<file path="src/rtl/spi_cmd_pkg.sv">
// Shared command encodings, FSM state type and command word layout for the
// SPI command decoder / register bank.
package spi_cmd_pkg;

    localparam int unsigned WORD_W = 32;
    localparam int unsigned ADDR_W = 6;
    localparam int unsigned RESP_W = 24;

    localparam logic [1:0] CMD_NOP       = 2'b00;
    localparam logic [1:0] CMD_WRITE     = 2'b01;
    localparam logic [1:0] CMD_READ      = 2'b10;
    localparam logic [1:0] CMD_WRITE_INV = 2'b11;

    localparam logic [ADDR_W-1:0] ERR_ADDR     = 6'd63;
    localparam logic [RESP_W-1:0] INVALID_RESP = 24'hFFFFFF;

    typedef enum logic [1:0] {
        ST_IDLE = 2'd0,
        ST_ACK  = 2'd1,
        ST_EXEC = 2'd2,
        ST_RESP = 2'd3
    } state_e;

    // Received word: [31:8] payload, [7:6] command, [5:0] address.
    typedef struct packed {
        logic [RESP_W-1:0] payload;
        logic [1:0]        cmd;
        logic [ADDR_W-1:0] addr;
    } cmd_word_t;

endpackage

</file>
<file path="src/rtl/spi_cmd_regbank.sv">
// Register array with indexed (optionally inverted) write; exposes the
// flattened register bus and a one-cycle write pulse per register.
module spi_cmd_regbank
    import spi_cmd_pkg::*;
#(
    parameter int unsigned NUM_REGS  = 4,
    parameter int unsigned REG_W     = 24,
    parameter logic [23:0] RESET_VAL = 24'h0
) (
    input  logic                      clk,
    input  logic                      resetn,
    input  logic                      we_i,
    input  logic [ADDR_W-1:0]         idx_i,
    input  logic [REG_W-1:0]          data_i,
    input  logic                      inv_i,
    output logic [NUM_REGS*REG_W-1:0] reg_out_o,
    output logic [NUM_REGS-1:0]       reg_wr_o
);

    localparam logic [REG_W-1:0] RST_V = REG_W'(RESET_VAL);

    logic [REG_W-1:0]    regs_q [NUM_REGS];
    logic [REG_W-1:0]    regs_d [NUM_REGS];
    logic [NUM_REGS-1:0] reg_wr_q;
    logic [NUM_REGS-1:0] reg_wr_d;
    logic [REG_W-1:0]    wdata_c;

    always_comb begin
        regs_d   = regs_q;
        reg_wr_d = '0;
        wdata_c  = inv_i ? ~data_i : data_i;
        for (int unsigned i = 0; i < NUM_REGS; i++) begin
            if (we_i && (idx_i == ADDR_W'(i))) begin
                regs_d[i]   = wdata_c;
                reg_wr_d[i] = 1'b1;
            end
        end
    end

    always_ff @(posedge clk) begin
        if (!resetn) begin
            for (int unsigned i = 0; i < NUM_REGS; i++) begin
                regs_q[i] <= RST_V;
            end
            reg_wr_q <= '0;
        end else begin
            regs_q   <= regs_d;
            reg_wr_q <= reg_wr_d;
        end
    end

    for (genvar g = 0; g < NUM_REGS; g++) begin : g_flat
        assign reg_out_o[g*REG_W +: REG_W] = regs_q[g];
    end

    assign reg_wr_o = reg_wr_q;

endmodule

</file>
<file path="src/rtl/spi_cmd_regfile.sv">
// Command decoder between the spi_slave word interface and a register bank.
// Define SPI_CMD_ERRCNT_EN to map an invalid-access counter at address 63.
module spi_cmd_regfile
    import spi_cmd_pkg::*;
#(
    parameter int unsigned NUM_REGS  = 4,
    parameter int unsigned REG_W     = 24,
    parameter logic [23:0] RESET_VAL = 24'h0
) (
    input  logic                      clk,
    input  logic                      resetn,
    input  logic                      rd_data_available,
    input  logic [WORD_W-1:0]         rd_data,
    output logic                      rd_ack,
    input  logic                      wr_buffer_free,
    output logic                      wr_en,
    output logic [RESP_W-1:0]         wr_data,
    output logic [NUM_REGS*REG_W-1:0] reg_out,
    output logic [NUM_REGS-1:0]       reg_wr
);

    state_e            state_q, state_d;
    cmd_word_t         word_q, word_d;
    logic              rd_ack_q, rd_ack_d;
    logic              wr_en_q, wr_en_d;
    logic [RESP_W-1:0] wr_data_q, wr_data_d;
    logic              we_c;
    logic              inv_c;
    logic              addr_valid_c;
    logic [REG_W-1:0]  rd_val_c;
`ifdef SPI_CMD_ERRCNT_EN
    logic [7:0]        err_cnt_q, err_cnt_d;
    logic              is_status_c;
`endif

    spi_cmd_regbank #(
        .NUM_REGS  (NUM_REGS),
        .REG_W     (REG_W),
        .RESET_VAL (RESET_VAL)
    ) u_regbank (
        .clk       (clk),
        .resetn    (resetn),
        .we_i      (we_c),
        .idx_i     (word_q.addr),
        .data_i    (REG_W'(word_q.payload)),
        .inv_i     (inv_c),
        .reg_out_o (reg_out),
        .reg_wr_o  (reg_wr)
    );

    // Address decode and read mux for the latched command word.
    always_comb begin
        addr_valid_c = (32'(word_q.addr) < NUM_REGS);
        rd_val_c     = '0;
        for (int unsigned i = 0; i < NUM_REGS; i++) begin
            if (word_q.addr == ADDR_W'(i)) begin
                rd_val_c = reg_out[i*REG_W +: REG_W];
            end
        end
    end

`ifdef SPI_CMD_ERRCNT_EN
    assign is_status_c = (word_q.addr == ERR_ADDR);
`endif

    always_comb begin
        state_d   = state_q;
        word_d    = word_q;
        rd_ack_d  = 1'b0;
        wr_en_d   = 1'b0;
        wr_data_d = wr_data_q;
        we_c      = 1'b0;
        inv_c     = 1'b0;
`ifdef SPI_CMD_ERRCNT_EN
        err_cnt_d = err_cnt_q;
`endif
        case (state_q)
            ST_IDLE: begin
                if (rd_data_available) begin
                    word_d   = cmd_word_t'(rd_data);
                    rd_ack_d = 1'b1;
                    state_d  = ST_ACK;
                end
            end
            ST_ACK: begin
                state_d = ST_EXEC;
            end
            ST_EXEC: begin
                case (word_q.cmd)
                    CMD_WRITE, CMD_WRITE_INV: begin
                        inv_c   = (word_q.cmd == CMD_WRITE_INV);
                        we_c    = addr_valid_c;
                        state_d = ST_IDLE;
`ifdef SPI_CMD_ERRCNT_EN
                        if (is_status_c) begin
                            err_cnt_d = '0;
                        end else if (!addr_valid_c && (err_cnt_q != 8'hFF)) begin
                            err_cnt_d = err_cnt_q + 8'd1;
                        end
`endif
                    end
                    CMD_READ: begin
                        wr_data_d = addr_valid_c ? RESP_W'(rd_val_c) : INVALID_RESP;
                        state_d   = ST_RESP;
`ifdef SPI_CMD_ERRCNT_EN
                        if (is_status_c) begin
                            wr_data_d = {16'b0, err_cnt_q};
                        end else if (!addr_valid_c && (err_cnt_q != 8'hFF)) begin
                            err_cnt_d = err_cnt_q + 8'd1;
                        end
`endif
                    end
                    CMD_NOP: begin
                        state_d = ST_IDLE;
                    end
                    default: begin
                        state_d = ST_IDLE;
                    end
                endcase
            end
            ST_RESP: begin
                // Hold the captured response until the slave can take it.
                if (wr_buffer_free) begin
                    wr_en_d = 1'b1;
                    state_d = ST_IDLE;
                end
            end
            default: begin
                state_d = ST_IDLE;
            end
        endcase
    end

    always_ff @(posedge clk) begin
        if (!resetn) begin
            state_q   <= ST_IDLE;
            word_q    <= '0;
            rd_ack_q  <= 1'b0;
            wr_en_q   <= 1'b0;
            wr_data_q <= '0;
`ifdef SPI_CMD_ERRCNT_EN
            err_cnt_q <= '0;
`endif
        end else begin
            state_q   <= state_d;
            word_q    <= word_d;
            rd_ack_q  <= rd_ack_d;
            wr_en_q   <= wr_en_d;
            wr_data_q <= wr_data_d;
`ifdef SPI_CMD_ERRCNT_EN
            err_cnt_q <= err_cnt_d;
`endif
        end
    end

    assign rd_ack  = rd_ack_q;
    assign wr_en   = wr_en_q;
    assign wr_data = wr_data_q;

endmodule

</file>
<file path="config.mk">
export PLATFORM = sky130hd
export DESIGN_NAME = spi_cmd_regfile
export DESIGN_NICKNAME = d
export VERILOG_FILES = /design/src/rtl/spi_cmd_pkg.sv /design/src/rtl/spi_cmd_regbank.sv /design/src/rtl/spi_cmd_regfile.sv
export SDC_FILE = /design/constraint.sdc
export NUM_CORES = 1
export LEC_CHECK = 0
export BUFFER_PORTS_ARGS = -buffer_cell sky130_fd_sc_hd__clkbuf_2
export CORE_UTILIZATION = 45
export DETAILED_ROUTE_END_ITERATION = 6
export GPL_TIMING_DRIVEN = 0
export PLACE_DENSITY = 0.73
export SETUP_SLACK_MARGIN = 0.15
export SYNTH_ARGS = -nofsm -noshare
export SYNTH_HDL_FRONTEND = slang
export SYNTH_HIERARCHICAL = 1
export SYNTH_SLANG_ARGS = --single-unit
</file>
<file path="constraint.sdc">
create_clock -name clk -period 5.94 [get_ports clk]
set_input_delay 0.594 -clock clk [delete_from_list [all_inputs] [get_ports clk]]
set_output_delay 0.594 -clock clk [all_outputs]
set_load 0.01 [all_outputs]
</file>
; Yosys cells after proc, flatten, opt, wreduce, memory -nomap -nowiden
; Index checks and enable logic that the tools add are counted.
[word_totals]
in_bits = 36
regBits = 160
output_inout_bits = 126
wordCells = 59
[op_classes]
magnitude_cmp = 1
n_reduce_logical = 14
bitwise = 1
eq_ne = 11
mux = 20
[op_table]
columns = cell, n
row1 = $mux W24, 6
row2 = $not A24 Y24, 1
row3 = $eq A6 B2 Y1 const B, 2
row4 = $mux W1, 10
row5 = $reduce_and A2 Y1, 5
row6 = $eq A2 B2 Y1 const B, 4
row7 = $pmux W2 S4, 1
row8 = $eq A6 B1 Y1 const B, 1
row9 = $logic_not A6 Y1, 1
row10 = $lt A6 B3 Y1 const B, 1
row11 = $eq A2 B1 Y1 const B, 2
row12 = $logic_and A1 B1 Y1, 4
row13 = $logic_not A2 Y1, 2
row14 = $mux W2, 2
row15 = $ne A2 B2 Y1 const B, 2
row16 = $pmux W2 S2, 1
row17 = $reduce_or A3 Y1, 1
row18 = $reduce_or A2 Y1, 1

; Depth between registers and ports, before layout
; Gate-level depths: netlist of run 1.
[logic_depth]
word_depth = 6
mapped_depth = 7
depth_no_buf = 4

; By module
; Netlist of run 1, hierarchy kept.
[by_module_without_submodules]
columns = module, cells_each, area_each_um2, seq_area_each_um2, instances
row1 = spi_cmd_regbank, 380, 3928.8, 2001.9, 1
row2 = spi_cmd_regfile, 247, 2765.2, 1201.2, 1

; Worst setup path before layout of run 1
; OpenSTA, ideal clock, no wires.
[synth_timing]
path_type = register to register
startpoint = reg word_q[2] (netlist bit)
endpoint = reg u_regbank.regs_q (netlist bit u_regbank/reg_out_o[51])
path_buffers = 2
setup_time_ps = 72
arrival_ps = 1876
setup_slack_ps = 3992
t_required_ps = 5868
path_stages_with_launch = 7
period_less_slack_ps = 1948
cell_sequence = dfxtp_1 > or4_4 > and4bb_2 > and4b_1 > buf_6 > buf_12 > mux2i_1
[synth_between]
elab_chain_len = 4
word_cells_on_any_way = 5
classes_between = order compare (1) / eq/ne (1) / mux (2) / reduce/logical (1)
[synth_rtl]
columns = item, line_no
row1 = from (decl), spi_cmd_regfile.sv:23  ; cmd_word_t word_q, word_d;
row2 = from (signal assigned), spi_cmd_regfile.sv:146  ; word_q <= word_d;
row3 = $lt A6 B3 Y1, spi_cmd_regfile.sv:53  ; addr_valid_c = (32'(word_q.addr) < NUM_REGS);
row4 = $mux W1, spi_cmd_regfile.sv:89  ; case (word_q.cmd)
row5 = $mux W1, spi_cmd_regfile.sv:77  ; case (state_q)
row6 = named net we_c, spi_cmd_regfile.sv:27  ; logic we_c;
row7 = $logic_and A1 B1 Y1, spi_cmd_regbank.sv:33  ; if (we_i && (idx_i == ADDR_W'(i))) begin
row8 = to (signal assigned), spi_cmd_regbank.sv:47  ; regs_q <= regs_d;
row9 = to (decl), spi_cmd_regbank.sv:22  ; logic [REG_W-1:0] regs_q [NUM_REGS];
; The timed path passes the listed nets, and every way through them passes these cells.
; A chain may end at the register's enable or synchronous reset.

; Worst setup path after layout of run 1
[layout_timing]
startpoint = reg word_q[2] (netlist bit)
endpoint = reg u_regbank.regs_q (netlist bit u_regbank/reg_out_o[64])
; Same word-level chain as after synthesis.

==> metrics.md, run 1 <==
| Metric | Value |
|---|---|
| CP arrival | ~2500 ps |
| Total number of vias | 5166 |
| Clock network power share | 0.463 |
| Crit path kind | reg2reg |
| Die Y | around 120 um |
| Worst r2r src | word_q[2] |
| Vias in the first global route | between 4000 and 5000 |
| Sw Share | 0.223 |
| HPWL after DPL | ~13000 um |
| Period utilization | 0.357 |
| Die ar. | roughly 15000 sq um |
| Root Driver | clkbuf_16 |
| # resized after CTS | 0 |
| Gate Count Post-Synth | around 630 |
| Num ports | between 150 and 200 |
| Peak supply drop | about 0.22 mV |
| Seq/Total Area, Yosys | 0.479 |
| Placer Congestion | approximately 0.79 |
| Fin cells | between 1000 and 1500 |
| Placed cells | 971 |
| Combinational Power Share | 0.059 |
| Slew Viols, Final | 0 |
| # port buffers | 160 |
| First-pass GRT wire length | 26600 um |
| FFs w/ async S/R, synth | 0 |
| Clock latency on the worst-skew pair | ~430 ps |
| Syn Std Cell Area | between 6000 and 7000 sq um |
| CTS Hold Bufs | 0 |
| Initial Utilization | 0.461 |
| DRC Markers | 0 |
| Clock skew | 13.1 ps |
| Synth top area cells | dfxtp_1 (48%), mux2i_1 (14%), nand2_1 (11%) |
| Required time of the critical path | 6290 ps |
| Fin crit period | approximately 2100 ps |
| Area share of the largest cell type after synthesis | 0.479 |
| Total power | roughly 2.3 mW |
| CP Launch Point | word_q[2] |
| Share of cells above drive strength 1 | 0.303 |
| Total Wirelength | around 17000 um |
| Net switching power | just over 500 uW |
| Total clock sinks | 160 |
| Critical Path Sink Type | flip-flop |
| LEAKAGE | between 3 and 4 nW |
| Reg2Reg Depth | 6 |
| R2R Setup Slk | between 3000 and 4000 ps |
| First-pass DRT Iterations | 4 |
| Maximum clock path buffer count | 2 |
| Relative slew slack | 0.536 |
| Final hold violation count | 0 |
| Post-synth top flop | dfxtp_1 |
| Seq pwr share | 0.478 |
| Syn nets | around 660 |
| Achievable Freq | roughly 470 MHz |
| FF-to-FF End | u_regbank/reg_out_o[64] |
| Post-synth EDFFs | 0 |
| Die X | ~120 um |
| Crit path to | u_regbank/reg_out_o[64] |
| Distinct cells, synth | 36 |
| Area Growth Syn to Fin | 23.9% |
| CTS tree | done |
| Final setup viols | 0 |
| Synthesized area per cell | 10.7 sq um |
| Antenna violations before repair | 0 |
| CP max FO | 10 |
| Top-count cell post-synth | nand2_1 |
| Ant. Diodes | 0 |
| Startpoint types | flip-flop |
| Status | complete, no violations |
| #FFs+latches synth | 160 |
| HP Class | in2reg |
| Post-CTS setup buffers | 0 |
| Slew @ Worst Pin | ~700 ps |
| Clock transition at path regs | roughly 60 ps |
| Cell-internal power | between 1.5 and 2 mW |
| RSZ-0062 raised after global routing | false |
| DRT antenna net count | 0 |
| Pin count of the biggest net entering global routing | 17 |
| Syn. warnings | 6 |
| Vias per inst | 5.15 |
| Leading area contributor after synthesis | dfxtp_1 |
| Top cells by count, synth | nand2_1 (188), dfxtp_1 (160), mux2i_1 (96), a21boi_0 (28), clkbuf_1 (27) |
| CORE AREA | 14500 sq um |
| CTS Buf Count | 17 |
| Routed WL per cell | 17.4 um |
| Fin Setup TNS | 0 ps |
| Max-cap violations | 0 |
| Total Routing Usage GR | 0.234 |
| Number of DRC markers in iteration 0 | 316 |
| Congestion Overflow GR | 0 |
| Rows | 44 |
| Pwr dens | between 200 and 300 nW/um^2 |
| Nets@finish | roughly 840 |
| # H-tree levels | 4 |
-- worst min-delay path by stage --
| stage | end | start | depth (start not counted) | slack [ps] |
|---|---|---|---|---|
| floorplan | word_q[7] | word_q[7] | 2 | 440 |
| detailed placement | u_regbank/reg_out_o[67] | u_regbank/reg_out_o[67] | 2 | 460 |
| global placement | u_regbank/reg_out_o[30] | u_regbank/reg_out_o[30] | 2 | 460 |
| global route | word_q[4] | rd_data[4] | 3 | 390 |
| finish | word_q[7] | rd_data[7] | 3 | 390 |
| CTS | word_q[7] | rd_data[7] | 3 | 370 |
-- power by group through the flow --
stage	logic, mW	registers (mW)	clock network [mW]
2_1_floorplan	0.0879	1.13	0
3_3_place_gp	0.134	1.13	0
3_5_place_dp	0.135	1.13	0
4_1_cts	0.136	1.10	1.08
5_1_grt	0.149	1.10	1.12
6_report	0.135	1.10	1.07
-- per-stage QoR --
stage               utilization  hold WS [ps]  setup slack (ps)  cell area, sq um
floorplan                     -           439              3990              6690
global placement          0.532           459              3860              7720
detailed placement        0.532           458              3830              7720
CTS                       0.571           375              3810              8290
global route              0.571           395              3710              8290
finish                    0.571           389              3820              8290
-- layout make-up --
| cell class | count | area, sq um |
|---|---|---|
| clock buffer | 26 | 489 |
| tap | 184 | 230 |
| timing repair buffer | 160 | 801 |
| sequential | 160 | 3200 |
| fill | 1281 | 6240 |
| buffer | 55 | 347 |
| multi-input combinational | 412 | 3140 |
| clock inverter | 6 | 80.1 |
-- worst max-delay path, stage by stage, from the launching register on --
cell	delay, ps
dfxtp_1	340
or4_4	550
and4bb_2	410
and4b_1	240
buf_6	160
buf_12	160
mux2i_1	180
-- flip-flops by register name, indices dropped and copies added (netlist names) --
signal	cells
wr_data	24
u_regbank/reg_out_o	96
state_q	2
wr_en	1
u_regbank/reg_wr_o	4
rd_ack	1
word_q	32
-- cells by family (layout without fill, tap and decap cells) --
kind of cell    after synthesis  after routing  synth area share
buf+inv                      55            247            0.0518
xor+xnor                     24             24            0.0314
mux                         120            120             0.224
flops                       160            160             0.479
compound gates               59             59            0.0789
simple gates                209            209             0.135
-- layer usage --
metal  global-route usage  share of wire  up-vias
met5                    0              0        -
met4               0.0789          0.013        0
met3               0.0508          0.047       21
met2                0.377           0.48      134
met1                0.311           0.46     2492
li1                     -              -     2519
-- cells in the final DEF (no fill, tap or decap), types with 3 or more instances in the layout --
master,netlist,final
nand2_1,188,188
clkbuf_2,0,160
dfxtp_1,160,160
mux2i_1,96,96
clkbuf_1,27,33
a21boi_0,28,28
mux4_2,24,24
xor2_1,24,24
o221a_1,20,20
clkbuf_16,0,17
buf_2,11,11
buf_4,5,5
buf_6,4,4
buf_8,4,4
a21boi_1,4,4
o221a_2,4,4
clkinv_2,0,4
nor2_1,3,3
clkbuf_8,0,3
No activity file was read; power rests on OpenSTA's default activity.
==> inputs of run 2 (changes only) <==
--- a/config.mk
+++ b/config.mk
@@ -9,7 +9,7 @@
 export CORE_UTILIZATION = 45
 export DETAILED_ROUTE_END_ITERATION = 6
 export GPL_TIMING_DRIVEN = 0
-export PLACE_DENSITY = 0.73
+export PLACE_DENSITY = 0.76
 export SETUP_SLACK_MARGIN = 0.15
 export SYNTH_ARGS = -nofsm -noshare
 export SYNTH_HDL_FRONTEND = slang
==> constraint.sdc (replaced) <==
create_clock -name clk -period 1.9 [get_ports clk]
set_input_delay 0.19 -clock clk [delete_from_list [all_inputs] [get_ports clk]]
set_output_delay 0.19 -clock clk [all_outputs]
set_load 0.01 [all_outputs]
==> run 2 against run 1 <==
Compared with the run above:
- the flow now finishes with violations (negative setup slack)
- critical path depth is the same
- largest power group unchanged
- cell count grew 4.0%
- sequential share of layout area shrank 2.8 points
- non-clock buffer count grew 42
==> metrics.md, run 2 (synthesized netlist as in run 1, its figures left out) <==
| Metric | Value |
|---|---|
| Reg2Reg Depth | 6 (unchanged) |
| Post-DP Area | 7750 sq um (was 7720 sq um) |
| FF-to-FF End | u_regbank/reg_out_o[52] (was u_regbank/reg_out_o[64]) |
| Share of cells above drive strength 1 | 0.328 (was 0.303) |
| Failing checks | negative setup slack |
| Reg area | 3210 sq um (was 3200 sq um) |
| # H-tree levels | 4 (unchanged) |
| CTS Buf Count | 17 (unchanged) |
| HPWL after DPL | 12800 um (was 12600 um) |
| Vias per inst | 5.25 (was 5.15) |
| RSZ-0062 raised after global routing | true (was false) |
| CTS tree | done (unchanged) |
| Setup slack at placement | -167 ps (was 3830 ps) |
| Ant. Diodes | 0 (unchanged) |
| Most common cell after layout, fill and taps aside | nand2_1 (unchanged) |
| Max reg flops | 96 (unchanged) |
| # port buffers | 160 (unchanged) |
| Pin count of the biggest net entering global routing | 17 (unchanged) |
| Slew Viols, Final | 0 (unchanged) |
| CORE AREA | 14500 sq um (unchanged) |
| Clock latency on the worst-skew pair | 430 ps (about the same) |
| Placer Congestion | 0.789 (was 0.788) |
| Total Wirelength | 18700 um (was 17500 um) |
| Delay-heaviest family, CP | simple AND/OR/NAND/NOR gates (unchanged) |
| Final setup viols | 95 (was 0) |
| CP arrival | 2390 ps (was 2470 ps) |
| Total Routing Usage GR | 0.248 (was 0.234) |
| Cell-internal power | 5.70 mW (was 1.79 mW) |
| CP max stage cell | or4_4 (unchanged) |
| Area Growth Syn to Fin | 33.8% (was 23.9%) |
| Seq pwr share | 0.472 (was 0.478) |
| Relative slew slack | 0.586 (was 0.536) |
| CP max FO | 10 (unchanged) |
| DRC Markers | 0 (unchanged) |
| Sw Share | 0.220 (was 0.223) |
| Final hold violation count | 0 (unchanged) |
| Num ports | 162 (unchanged) |
| Congestion Overflow GR | 0 (unchanged) |
| Rows | 44 (unchanged) |
| Fin crit period | 2030 ps (was 2120 ps) |
| Pwr dens | 816 nW/um^2 (was 278 nW/um^2) |
| Worst r2r src | word_q[5] (was word_q[2]) |
| Clock transition at path regs | 60 ps (about the same) |
| Buf/Inv on CP | 2 (unchanged) |
| Root Driver | clkbuf_16 (unchanged) |
| Maximum clock path buffer count | 2 (unchanged) |
| Hold Crit Start | rd_data[9] (was rd_data[7]) |
| Setup WS post-layout | -132 ps (was 3820 ps) |
| Initial Utilization | 0.461 (unchanged) |
| Period utilization | 1.07 (was 0.357) |
| Total number of vias | 5475 (was 5166) |
| Max-cap violations | 0 (unchanged) |
| Commonest non-fill, non-tap cells in the layout | nand2_1 (188), clkbuf_2 (164), dfxtp_1 (156) (was nand2_1 (188), clkbuf_2 (160), dfxtp_1 (160)) |
| Nets@finish | 884 (was 842) |
| Die X | 124 um (unchanged) |
| Vias in the first global route | 5084 (was 4915) |
| Required time of the critical path | 2250 ps (was 6290 ps) |
| Multi-input logic area | 3170 sq um (was 3140 sq um) |
| LEAKAGE | 4.26 nW (was 3.94 nW) |
| Worst stage delay on the critical path | 530 ps (was 550 ps) |
| Die ar. | 15400 sq um (unchanged) |
| First-pass GRT wire length | 27700 um (was 26600 um) |
| Fillers | 1217 (was 1281) |
| Die Y | 124 um (unchanged) |
| Core Util, Final | 0.616 (was 0.571) |
| Number of DRC markers in iteration 0 | 422 (was 316) |
| Hold worst-path end | word_q[9] (was word_q[7]) |
| Critical Path Sink Type | flip-flop (unchanged) |
| First-pass DRT Iterations | 5 (was 4) |
| Combinational Power Share | 0.065 (was 0.059) |
| Final Instance Area | 8960 sq um (was 8290 sq um) |
| Achievable Freq | 492 MHz (was 471 MHz) |
| Routed WL per cell | 17.9 um (was 17.4 um) |
| Clock skew | 7.63 ps (was 13.1 ps) |
| Antenna violations before repair | 0 (unchanged) |
| DRT antenna net count | 0 (unchanged) |
| Slew @ Worst Pin | 621 ps (was 696 ps) |
| CP Cell Sequence | or4_4 -> and4bb_4 -> and4b_1 -> buf_6 -> buf_12 -> mux2i_1 (was or4_4 -> and4bb_2 -> and4b_1 -> buf_6 -> buf_12 -> mux2i_1) |
| Clock network power share | 0.463 (about the same) |
| Net switching power | 1.61 mW (was 515 uW) |
| Hold path depth | 3 (unchanged) |
| Startpoint types | flip-flop (unchanged) |
| Total clock sinks | 160 (unchanged) |
| R2R Setup Slk | -130 ps (was 3820 ps) |
| Status | complete, but fails checks (was complete, no violations) |
| Crit path kind | reg2reg (unchanged) |
| HP Class | in2reg (unchanged) |
| Peak supply drop | 0.662 mV (was 0.220 mV) |
-- run 2: cell count changes in the layout (fill, tap and decap cells not counted), moves of 3 or more --
cell and delta:
clkbuf_2 +4, buf_6 +8, buf_16 +4, dfxtp_1 -4
dlygate4sd3_1 +20, clkbuf_1 -7, dfxtp_2 +4, buf_2 -4
buf_4 +3, buf_12 +8
-- run 2: through the flow --
step | power [mW] | hold slack (ps) | TNS (ps) | instances
6_report | 7.31 | 5.26 | -7780 | 1043
5_1_grt | 7.53 | 7.16 | -11930 | 1043
4_1_cts | 7.34 | 1.84 | -6940 | 1041
3_5_place_dp | 3.94 | 426 | -4820 | 971
3_3_place_gp | 3.94 | 423 | -4220 | 971
2_1_floorplan | 3.80 | 325 | -399 | 627
-- run 2: tightest hold or removal path, stage by stage --
cell and delay (ps):
clkbuf_2 80, nand2_1 50, a21boi_0 70
-- run 2: what timing repair did --
action	4_1_cts	5_1_grt
gates cloned	5	1
pin swaps	1	1
hold buffers	20	0
gates resized for setup	25	17
setup buffers	15	1
endpoints found under the setup margin	112	138
endpoints found under the hold margin	20	0
-- run 2: how the worst max path moves through the flow --
stage | start | endpoint | slack [ps] | cells past startpoint
final | word_q[5] | u_regbank/reg_out_o[52] | -130 | 6
after global routing | word_q[5] | u_regbank/reg_out_o[70] | -200 | 6
after CTS | word_q[5] | u_regbank/reg_out_o[59] | -120 | 6
after detailed placement | word_q[3] | u_regbank/reg_out_o[63] | -170 | 6
after global placement | word_q[5] | u_regbank/reg_out_o[63] | -150 | 6
after floorplan | word_q[5] | u_regbank/reg_out_o[57] | -20 | 6
-- run 2: per-layer routing --
layer | vias to the layer above | global-route usage | share of wire
met1 | 2639 | 0.315 | 0.43
met4 | 0 | 0.108 | 0.026
li1 | 2606 | - | -
met2 | 198 | 0.403 | 0.49
met5 | - | 0 | 0
met3 | 32 | 0.0577 | 0.053
-- run 2: final cells by class --
class / instances / share of cell area
Multi-Input combinational cell: 412 / 0.354
Clock buffer: 25 / 0.0564
Tap cell: 184 / 0.0257
Buffer: 55 / 0.0475
Sequential cell: 160 / 0.358
Timing Repair Buffer: 202 / 0.150
Clock inverter: 5 / 0.00866
-- run 2: power groups by stage --
stage	Clock [mW]	Sequential (mW)	Combinational, mW
after floorplan	0	3.52	0.278
after global placement	0	3.52	0.418
after detailed placement	0	3.52	0.421
after CTS	3.42	3.45	0.467
after global routing	3.56	3.45	0.519
final	3.38	3.45	0.474
==> inputs of run 3 (changes only) <==
--- a/config.mk
+++ b/config.mk
@@ -10,7 +10,6 @@
 export DETAILED_ROUTE_END_ITERATION = 6
 export GPL_TIMING_DRIVEN = 0
 export PLACE_DENSITY = 0.76
-export SETUP_SLACK_MARGIN = 0.15
 export SYNTH_ARGS = -nofsm -noshare
 export SYNTH_HDL_FRONTEND = slang
 export SYNTH_HIERARCHICAL = 1
==> run 3 against run 2 <==
Compared with the run above:
- the flow still finishes with violations (negative setup slack)
- clock skew barely moved
- first-iteration DRC count fell by 11%
- critical path depth rose by 1
- setup slack got worse by 61 ps
- clock power rose by 2%
- sequential power barely moved
- global-route usage fell by 0.37 points
- die area did not move
- maximum frequency fell by 2.9%
- register-to-register slack got worse by 60 ps
- core utilization fell by 0.90 points
- sequential cell count did not move
==> metrics.md, run 3 (synthesized netlist as in run 1, its figures left out) <==
| Metric | Value |
|---|---|
| CORE AREA | 14500 sq um (unchanged) |
| First-pass DRT Iterations | 5 (unchanged) |
| Hold Crit Start | rd_data[30] (was rd_data[9]) |
| HPWL after DPL | 12800 um (about the same) |
| Rows | 44 (unchanged) |
| Pin count of the biggest net entering global routing | 17 (unchanged) |
| Nets@finish | 878 (was 884) |
| # H-tree levels | 4 (unchanged) |
| Antenna violations before repair | 0 (unchanged) |
| Commonest non-fill, non-tap cells in the layout | nand2_1 (188), clkbuf_2 (163), dfxtp_1 (157) (was nand2_1 (188), clkbuf_2 (164), dfxtp_1 (156)) |
| Net switching power | 1.60 mW (was 1.61 mW) |
| Die Y | 124 um (unchanged) |
| Ant. Diodes | 0 (unchanged) |
| Total number of vias | 5387 (was 5475) |
| Share of cells above drive strength 1 | 0.326 (was 0.328) |
| Failing checks | negative setup slack (unchanged) |
| Congestion Overflow GR | 0 (unchanged) |
| Core Util, Final | 0.607 (was 0.616) |
| Final setup viols | 92 (was 95) |
| Setup slack at placement | -212 ps (was -167 ps) |
| CP Cell Sequence | or4_4 -> and4bb_4 -> and4b_1 -> buf_6 -> buf_12 -> buf_12 -> mux2i_2 (was or4_4 -> and4bb_4 -> and4b_1 -> buf_6 -> buf_12 -> mux2i_1) |
| CTS tree | done (unchanged) |
| Reg area | 3210 sq um (about the same) |
| Clock skew | 7.21 ps (was 7.63 ps) |
| Pwr dens | 833 nW/um^2 (was 816 nW/um^2) |
| Achievable Freq | 478 MHz (was 492 MHz) |
| Relative slew slack | 0.604 (was 0.586) |
| Critical Path Sink Type | flip-flop (unchanged) |
| Clock transition at path regs | 60 ps (about the same) |
| Clock latency on the worst-skew pair | 430 ps (about the same) |
| Reg2Reg Depth | 7 (was 6) |
| HP Class | in2reg (unchanged) |
| Number of DRC markers in iteration 0 | 374 (was 422) |
| Period utilization | 1.10 (was 1.07) |
| Hold worst-path end | word_q[30] (was word_q[9]) |
| Final hold violation count | 0 (unchanged) |
| Setup WS post-layout | -194 ps (was -132 ps) |
| Area Growth Syn to Fin | 31.9% (was 33.8%) |
| Combinational Power Share | 0.063 (was 0.065) |
| LEAKAGE | 4.19 nW (was 4.26 nW) |
| Num ports | 162 (unchanged) |
| Max reg flops | 96 (unchanged) |
| Routed WL per cell | 18.0 um (was 17.9 um) |
| Die ar. | 15400 sq um (unchanged) |
| Fillers | 1235 (was 1217) |
| Clock network power share | 0.468 (was 0.463) |
| Vias in the first global route | 4970 (was 5084) |
| Seq pwr share | 0.469 (was 0.472) |
| DRT antenna net count | 0 (unchanged) |
| Sw Share | 0.217 (was 0.220) |
| # port buffers | 160 (unchanged) |
| Delay-heaviest family, CP | simple AND/OR/NAND/NOR gates (unchanged) |
| Root Driver | clkbuf_16 (unchanged) |
| Placer Congestion | 0.824 (was 0.789) |
| Fin crit period | 2090 ps (was 2030 ps) |
| Maximum clock path buffer count | 2 (unchanged) |
| CTS Buf Count | 17 (unchanged) |
| Slew @ Worst Pin | 593 ps (was 621 ps) |
| First-pass GRT wire length | 27300 um (was 27700 um) |
| Total Routing Usage GR | 0.245 (was 0.248) |
| Vias per inst | 5.19 (was 5.25) |
| Hold path depth | 3 (unchanged) |
| R2R Setup Slk | -190 ps (was -130 ps) |
| DRC Markers | 0 (unchanged) |
| CP arrival | 2440 ps (was 2390 ps) |
| CP max FO | 5 (was 10) |
| Worst r2r src | word_q[2] (was word_q[5]) |
| Status | complete, but fails checks (unchanged) |
| Startpoint types | flip-flop (unchanged) |
| Die X | 124 um (unchanged) |
| Cell-internal power | 5.76 mW (was 5.70 mW) |
| Peak supply drop | 0.641 mV (was 0.662 mV) |
| Initial Utilization | 0.461 (unchanged) |
| Required time of the critical path | 2240 ps (was 2250 ps) |
| Slew Viols, Final | 0 (unchanged) |
| Total Wirelength | 18700 um (about the same) |
| Total clock sinks | 160 (unchanged) |
| Multi-input logic area | 3160 sq um (was 3170 sq um) |
| Worst stage delay on the critical path | 540 ps (was 530 ps) |
| RSZ-0062 raised after global routing | true (unchanged) |
| Crit-path most repeated cell | buf_12 |
| Most common cell after layout, fill and taps aside | nand2_1 (unchanged) |
| FF-to-FF End | u_regbank/reg_out_o[54] (was u_regbank/reg_out_o[52]) |
| Crit path kind | reg2reg (unchanged) |
| Max-cap violations | 0 (unchanged) |
| Buf/Inv on CP | 3 (was 2) |
| CP max stage cell | or4_4 (unchanged) |
| CP Launch Point | word_q[2] (was word_q[5]) |
run 3: cell count changes in the layout (fill, tap and decap cells not counted), moves of 2 or more:
cell | previous run | this run
nor3b_1 | 0 | 2
dlygate4sd3_1 | 20 | 15
clkbuf_8 | 5 | 3
buf_6 | 12 | 6
dfxtp_2 | 4 | 2
mux2i_2 | 0 | 3
mux2i_1 | 96 | 93
nor3b_2 | 3 | 1
clkbuf_1 | 26 | 29
buf_16 | 4 | 2
buf_4 | 8 | 13
run 3: per-layer routing:
layer / up-vias / part of all wire / GRT usage
met5: - / 0 / 0
met1: 2601 / 0.43 / 0.310
met3: 39 / 0.048 / 0.0430
met2: 155 / 0.50 / 0.401
met4: 0 / 0.030 / 0.122
li1: 2592 / - / -
run 3: area by class of cell:
cell class                 count  share of cell area
buffer                        55              0.0458
clock inverter                 6              0.0119
multi-input combinational    412               0.358
tap                          184              0.0261
clock buffer                  25              0.0550
timing repair buffer         196               0.140
sequential                   160               0.364
run 3: per-stage QoR:
stage / TNS, ps / power, mW / cell area (sq um) / hold slack [ps] / std cells
2_1_floorplan: -643 / 3.79 / 6700 / 325 / 627
3_3_place_gp: -7760 / 3.94 / 7730 / 426 / 971
3_5_place_dp: -8710 / 3.94 / 7730 / 429 / 971
4_1_cts: -9400 / 7.36 / 8800 / 3.12 / 1038
5_1_grt: -14020 / 7.57 / 8830 / 9.42 / 1038
6_report: -9310 / 7.35 / 8830 / 6.97 / 1038
run 3: worst max path at each step:
| stage | cells after the start | slack (ps) | endpoint |
|---|---|---|---|
| floorplan | 6 | -30 | u_regbank/reg_out_o[57] |
| CTS | 7 | -160 | u_regbank/reg_out_o[52] |
| finish | 7 | -190 | u_regbank/reg_out_o[54] |
| global placement | 6 | -180 | u_regbank/reg_out_o[59] |
| global route | 7 | -280 | u_regbank/reg_out_o[54] |
| detailed placement | 6 | -210 | u_regbank/reg_out_o[69] |
run 3: repair_timing:
action / 4_1_cts / 5_1_grt
gates cloned: 4 / 2
hold buffers: 15 / 0
buffers inserted: 17 / 0
hold endpoints to repair: 15 / 0
pin swaps: 2 / 1
resized for setup: 18 / 15
setup endpoints to repair: 85 / 108
run 3: power groups by stage:
stage	logic, mW	clock network [mW]	registers (mW)
detailed placement	0.421	0	3.52
global route	0.508	3.61	3.45
CTS	0.458	3.46	3.45
floorplan	0.275	0	3.52
global placement	0.419	0	3.52
finish	0.464	3.44	3.45
run 3: worst register-to-register path, stage by stage, from the launching register on:
cell      delay [ps]
dfxtp_2          320
or4_4            540
and4bb_4         340
and4b_1          220
buf_6            150
buf_12           110
buf_12           110
mux2i_2          230
